==> src/rtl/wb_stage.sv <==
// Writeback stage: retires one instruction at a time, runs data-memory accesses, and drives the register-file write port.
// Optional build macro WB_TIMEOUT_EN aborts memory accesses that are not acknowledged within TIMEOUT cycles.
module wb_stage #(
   parameter int DW      = 8,
   parameter int RW      = 3,
   parameter int AW      = 4,
   parameter int TIMEOUT = 15
) (
   input  logic          clk,
   input  logic          reset,
   input  logic          in_valid,
   output logic          in_ready,
   input  logic [3:0]    opcode,
   input  logic [RW-1:0] dest,
   input  logic [AW-1:0] dmaddr,
   input  logic [DW-1:0] result,
   output logic          dm_req,
   output logic          dm_we,
   output logic [AW-1:0] dm_addr,
   output logic [DW-1:0] dm_wdata,
   input  logic          dm_ack,
   input  logic [DW-1:0] dm_rdata,
   output logic          write,
   output logic [RW-1:0] wR,
   output logic [DW-1:0] dataIn,
   output logic          fwd_valid,
   output logic [RW-1:0] fwd_dest,
   output logic [DW-1:0] fwd_data,
   output logic [7:0]    retired,
   output logic          err
);

   typedef enum logic [1:0] {IDLE, MEM, WB} state_t;

   localparam int TW = $clog2(TIMEOUT + 1);

   state_t        state_reg;
   logic          dm_req_reg;
   logic          dm_we_reg;
   logic [AW-1:0] dm_addr_reg;
   logic [DW-1:0] dm_wdata_reg;
   logic          write_reg;
   logic [RW-1:0] wr_reg;
   logic [DW-1:0] data_reg;
   logic [RW-1:0] dest_reg;
   logic [7:0]    retired_reg;
   logic          err_reg;
   logic [TW-1:0] tmo_cnt_reg;

   logic accept;
   logic is_alu;
   logic is_mem;

   assign in_ready = (state_reg == IDLE) && !reset;
   assign accept   = in_valid && in_ready;
   assign is_alu   = (opcode >= 4'h1) && (opcode <= 4'h7);
   assign is_mem   = (opcode == 4'h8) || (opcode == 4'h9);

   always_ff @(posedge clk) begin
      if (reset) begin
         state_reg    <= IDLE;
         dm_req_reg   <= 1'b0;
         dm_we_reg    <= 1'b0;
         dm_addr_reg  <= '0;
         dm_wdata_reg <= '0;
         write_reg    <= 1'b0;
         wr_reg       <= '0;
         data_reg     <= '0;
         dest_reg     <= '0;
         retired_reg  <= '0;
         err_reg      <= 1'b0;
         tmo_cnt_reg  <= '0;
      end else begin
         case (state_reg)
            IDLE: begin
               if (accept) begin
                  if (is_alu) begin
                     state_reg <= WB;
                     write_reg <= 1'b1;
                     wr_reg    <= dest;
                     data_reg  <= result;
                  end else if (is_mem) begin
                     state_reg    <= MEM;
                     dm_req_reg   <= 1'b1;
                     dm_we_reg    <= (opcode == 4'h9);
                     dm_addr_reg  <= dmaddr;
                     dm_wdata_reg <= result;
                     dest_reg     <= dest;
                     tmo_cnt_reg  <= '0;
                  end else begin
                     retired_reg <= retired_reg + 8'd1;
                  end
               end
            end
            MEM: begin
               // An ack on the expiry edge wins over the abort.
               if (dm_ack) begin
                  dm_req_reg <= 1'b0;
                  if (dm_we_reg) begin
                     state_reg   <= IDLE;
                     retired_reg <= retired_reg + 8'd1;
                  end else begin
                     state_reg <= WB;
                     write_reg <= 1'b1;
                     wr_reg    <= dest_reg;
                     data_reg  <= dm_rdata;
                  end
               end
`ifdef WB_TIMEOUT_EN
               else if (tmo_cnt_reg == TW'(TIMEOUT - 1)) begin
                  dm_req_reg <= 1'b0;
                  err_reg    <= 1'b1;
                  state_reg  <= IDLE;
               end else begin
                  tmo_cnt_reg <= tmo_cnt_reg + 1'b1;
               end
`endif
            end
            WB: begin
               write_reg   <= 1'b0;
               retired_reg <= retired_reg + 8'd1;
               state_reg   <= IDLE;
            end
            default: state_reg <= IDLE;
         endcase
      end
   end

   assign dm_req    = dm_req_reg;
   assign dm_we     = dm_we_reg;
   assign dm_addr   = dm_addr_reg;
   assign dm_wdata  = dm_wdata_reg;
   assign write     = write_reg;
   assign wR        = wr_reg;
   assign dataIn    = data_reg;
   assign fwd_valid = write_reg;
   assign fwd_dest  = wr_reg;
   assign fwd_data  = data_reg;
   assign retired   = retired_reg;
`ifdef WB_TIMEOUT_EN
   assign err = err_reg;
`else
   assign err = 1'b0;
`endif

endmodule

==> config.mk <==
export PLATFORM = sky130hd
export DESIGN_NAME = wb_stage
export DESIGN_NICKNAME = d
export VERILOG_FILES = /design/src/rtl/wb_stage.sv
export SDC_FILE = /design/constraint.sdc
export NUM_CORES = 1
export LEC_CHECK = 0
export BUFFER_PORTS_ARGS = -buffer_cell sky130_fd_sc_hd__buf_2
export CORE_AREA = 2 2 75 77
export CTS_BUF_LIST = sky130_fd_sc_hd__clkbuf_2
export DETAILED_ROUTE_END_ITERATION = 6
export DIE_AREA = 0 0 77 79
export GPL_TIMING_DRIVEN = 0
export PLACE_DENSITY = 0.71
export RECOVER_POWER = 50
export SYNTH_ARGS = -nofsm -noshare
export SYNTH_HDL_FRONTEND = slang
export SYNTH_SLANG_ARGS = --single-unit
==> constraint.sdc <==
create_clock -name clk -period 1.8 [get_ports clk]
set_input_delay 0.27 -clock clk [delete_from_list [all_inputs] [get_ports clk]]
set_output_delay 0.27 -clock clk [all_outputs]
set_load 0.01 [all_outputs]
# == Word level (Yosys, flattened, before mapping) ==
# Index checks and enable logic that the tools add are counted.
# word_totals
ff_bits,39
out_inout_bits,48
# op_classes
addsub,1
magnitude_cmp,2
n_eq_ne,13
mux,32
n_bitwise,1
reduce_logical,14
# op_table
op,count
two-way mux 8 bit,9
case mux 8 bit (3 select lines),1
inequality test 2 bit (second input constant),8
case mux 8 bit (2 select lines),1
AND reduction 5 bit,3
two-way mux 3 bit,4
two-way mux 2 bit,5
adder 8 x 1 -> 8 bit (second input constant),1
equality test 4 bit (second input constant),2
two-way mux 1 bit,8
case mux 3 bit (2 select lines),1
AND reduction 6 bit,1
>= comparator 4 x 1 -> 1 bit (second input constant),1
<= comparator 4 x 3 -> 1 bit (second input constant),1
case mux 2 bit (2 select lines),1
AND reduction 4 bit,1
logical AND 1 bit,3
inequality test 3 bit (second input constant),1
case mux 1 bit (3 select lines),1
AND reduction 3 bit,1
nonzero test 3 bit,1
equality test 2 x 1 -> 1 bit (second input constant),1
equality test 2 bit (second input constant),1
logical NOT 2 bit,1
5 further kinds,5

# == Depth between registers and ports, before layout ==
# depth
word_depth,6
depth_mapped,6
mapped_depth_nobuf,5

# == Worst setup path after synthesis ==
# OpenSTA, ideal clock, no wires.
# synth_path
kind,register to register
startpoint,reg state_reg[0]
endpoint,reg retired_reg[4] (netlist: retired[4])
setup_ns,0.071
arrival_time_ns,1.598
setup_slack_ns,0.131
path_stages_with_launch,5
n_path_buf,0
synth_period_minus_slack_ns,1.669
cell_sequence,dfxtp_1 or3b_4 o211a_4 or4_1 a21oi_1
# synth_via
elab_chain_cells,5
elab_cells_between_ends,13
# synth_rtl
item,line_no,rtl
from (decl),37,state_t state_reg;
from (signal assigned),61,state_reg <= IDLE;
from (signal assigned),78,state_reg <= WB;
from (signal assigned),83,state_reg <= MEM;
logical NOT 2 bit,"54, 74",
logical AND 1 bit,54,assign in_ready = (state_reg == IDLE) && !reset;
logical AND 1 bit,55,assign accept = in_valid && in_ready;
inequality test 2 bit (no source line),n/a,
AND reduction 6 bit (no source line),n/a,
to (signal assigned),91,retired_reg <= retired_reg + 8'd1;
to (signal assigned),101,retired_reg <= retired_reg + 8'd1;
to (signal assigned),121,retired_reg <= retired_reg + 8'd1;
to (decl),46,logic [7:0] retired_reg;
# Several ways; a longest one is shown, not always the timed one.
# A chain may end at the register's enable or synchronous reset.

# == Worst setup path in the final report ==
# layout_path
startpoint,reg state_reg[0]
endpoint,reg retired_reg[7] (netlist: retired[7])
# Same word-level chain as after synthesis.

==> impl_metrics.csv <==
group,metric,value,unit
power,p_leak,0.991,nW
routing,drtIter0Drc,61,
worst_hold_path,timing.hold.worst.class,"in -> reg",
global_routing,grt_use_met3,4.55,%
worst_setup_path,worstSetupEndpointType,"register",
clock_network,post_cts_buffers,0,
clock_network,cts_sinks,39,
sta,drv_slew,0,
placement,numPortBuffers,77,
clock_network,cts_buffers,5,
power,power.switching,453,uW
die,die_area,6080,um^2
worst_setup_path,crit_slowest_cell,"or4_4",
finish,regArea,786,um^2
die,num_rows,27,
yosys,synth_compound_area_share,14.2,%
power,pwr-share-seq,58.6,%
clock_network,insertion_delay,390,ps
global_routing,grt_antenna_before_repair,0,
finish,nets,307,
finish,multi_input_comb_area,875,um^2
sta,finalSetupViolCount,0,
yosys,synth_warnings,0,
sta,period_share,96.8,%
power,pwr-share-clk,24.1,%
global_routing,grtUsageTotal,15.3,%
yosys,synthSimpleGateAreaFrac,17.4,%
finish,fillers,588,
yosys,synth_edf_count,0,
die,start_util,33.9,%
yosys,synth-main-ff-cell,"dfxtp_1",
routing,antenna_left,0,
worst_setup_path,critPathKind,"reg -> reg",
sta,tns,0,ps
routing,vias,1694,
worst_setup_path,arrival,2080,ps
sta,hold_viol_final,0,
clock_network,root_buffer,"clkbuf_2",
clock_network,cts_tree,"built",
global_routing,grt_pass1_vias,1501,
yosys,ys_types,34,
yosys,synth_xor_area_share,0,%
die,die_h,79,um
placement,place_ws,-76.5,ps
placement,gp_congestion,0.807,
yosys,synthArstFlopShare,0,%
yosys,synthesis.area,1810,um^2
routing,wl_per_cell,13.3,um
worst_setup_path,worstSetupStartpointType,"register",
routing,remaining_drc_errors,0,
power,p_comb_share,17.3,%
sta,slew_headroom,63.0,%
finish,mostFrequentLayoutCell,"buf_2",
worst_setup_path,cp_max_fo,8,
die,fp.dieW,77,um
power,power_density,679,nW/um^2
finish,final_cell_mix,"44 x buf_2, 41 x clkbuf_1, 37 x dfxtp_1",
sta,worst_clock_skew,10.2,ps
global_routing,met1_usage,18.4,%
power,ir_worst_vdd,0.000261,V
power,p_int,1.11,mW
finish,drive_gt1_share,27.9,%
clock_network,cts_max_level,2,
yosys,synthMuxAreaShare,14.9,%
worst_setup_path,path_cells,"or3b_4 > o211a_4 > or4_4 > a21oi_2",
routing,totalWireLength,4.63,mm
power,sw_frac_of_total,28.9,%
placement,dp_hpwl,3.40,mm
sta,worst_pin_slew,555,ps
worst_setup_path,critPathMaxStageDelay,480,ps
routing,dr.pass1.iters,4,
finish,antenna_cells,0,
status,outcome,"finished, final reports clean",
worst_setup_path,worstPathRequired,2130,ps
global_routing,overflow,0,
yosys,postSynthCellCount,192,
yosys,synth_fa_ha_area_share,0.692,%
die,core-area,5340,um^2
global_routing,grt_start_max_net_pins,12,
clock_network,clk_pin_slew_worst_paths,190,ps
run,cap_violations,0,
yosys,synth_top_family_by_area,"simple AND/OR/NAND/NOR gates",
clock_network,cts.hold.buffers_added,0,
worst_setup_path,cp_top_family,"simple AND/OR/NAND/NOR gates",
sta,final.min_clock_period,1740,ps
yosys,synth-seq-cells,39,
sta,finalWorstSetupSlack,58.3,ps
sta,fmax,0.574,GHz
power,total_power,1.57,mW
clock_network,cts_max_path_buffers,2,
finish,syn2layout_area_growth,27.5,%
yosys,synth.avg_cell_area,9.42,um^2
yosys,seq_area_frac_synth,43.2,%
global_routing,grt_use_met2,25.8,%
die,io-pin-count,79,
global_routing,busiest_layer,"met2",
yosys,synth_fp_nets,224,
worst_setup_path,cp_num_buf_inv,0,
global_routing,grt_first_pass_wirelength,7.18,mm
routing,viasPerCell,4.87,
==> logic make-up (layout without fill, tap and decap cells) <==
family | count (synthesis) | count (layout)
other cells | 1 | 1
compound gates | 37 | 37
flops | 39 | 39
fa+ha+maj | 1 | 1
simple gates | 58 | 58
mux | 27 | 27
buf+inv | 29 | 113
==> layer usage <==
metal / routed length [um] / up-vias
met1: 2060 / 783
met3: 266 / 7
met4: 70 / 0
met2: 2240 / 58
met5: 0 / -
li1: - / 846
==> worst paths after layout <==
| path | startpoint | endpoint | slack [ps] | depth (start not counted) |
|---|---|---|---|---|
| setup / recovery | state_reg[0]$_SDFFE_PP0P_ | retired[7]$_SDFFE_PP0P_ | 60 | 4 |
| hold / removal | dmaddr[3] | dm_addr[3]$_SDFFE_PP0P_ | 90 | 3 |
| setup reg to reg | state_reg[0]$_SDFFE_PP0P_ | retired[7]$_SDFFE_PP0P_ | 60 | 4 |
| hold reg to reg | dm_req$_SDFFE_PP0P_ | dm_req$_SDFFE_PP0P_ | 470 | 2 |
==> final cells by class <==
| type | instances | area share (%) |
|---|---|---|
| Timing Repair Buffer | 77 | 14.8 |
| Inverter | 3 | 0.488 |
| Clock buffer | 6 | 1.30 |
| Sequential cell | 39 | 34.1 |
| Multi-Input combinational cell | 124 | 37.9 |
| Clock inverter | 2 | 0.326 |
| Tap cell | 72 | 3.91 |
| Buffer | 25 | 7.22 |
==> worst reg2reg max path: stages, from the launching register on <==
cell and delay [ps]:
dfxtp_4 410, or3b_4 410, o211a_4 280, or4_4 480
a21oi_2 120
==> synthesized netlist by cell type, types with 2 or more instances <==
cell / instances / area, um^2
o31ai_1: 4 / 30.0
or3_1: 4 / 25.0
nor3_1: 13 / 65.1
a211oi_1: 12 / 90.1
nand2b_1: 3 / 18.8
buf_4: 13 / 97.6
mux2i_1: 27 / 270
clkbuf_1: 7 / 26.3
nand2_1: 3 / 11.3
and4_1: 2 / 17.5
o21ai_0: 5 / 25.0
dfxtp_1: 39 / 781
a21oi_1: 11 / 55.1
nor2_1: 19 / 71.3
or4_1: 4 / 30.0
buf_2: 5 / 25.0
inv_1: 3 / 11.3
nand3_1: 2 / 10.0
==> per-stage QoR <==
step / util [%] / hold WS (ps) / cell area (um^2) / cells
after CTS: 43.6 / 69.8 / 2330 / 349
after global placement: 42.8 / 443 / 2280 / 341
after detailed placement: 42.8 / 452 / 2280 / 341
after floorplan: - / 414 / 1810 / 192
final: 43.2 / 90.5 / 2310 / 348
after global routing: 43.2 / 54.9 / 2310 / 348
==> timing repair <==
action / CTS / global route
pin swaps: 1 / 6
resized for setup: 3 / 11
endpoints found under the setup margin: 16 / 26
==> power groups by stage <==
stage | combinational (mW) | sequential [mW] | clock [mW]
after floorplan | 0.150 | 0.945 | 0
after global placement | 0.272 | 0.935 | 0
after detailed placement | 0.275 | 0.936 | 0
after CTS | 0.278 | 0.919 | 0.390
after global routing | 0.296 | 0.924 | 0.430
final | 0.271 | 0.917 | 0.378
Note: power is estimated with default switching activity, not from simulation.
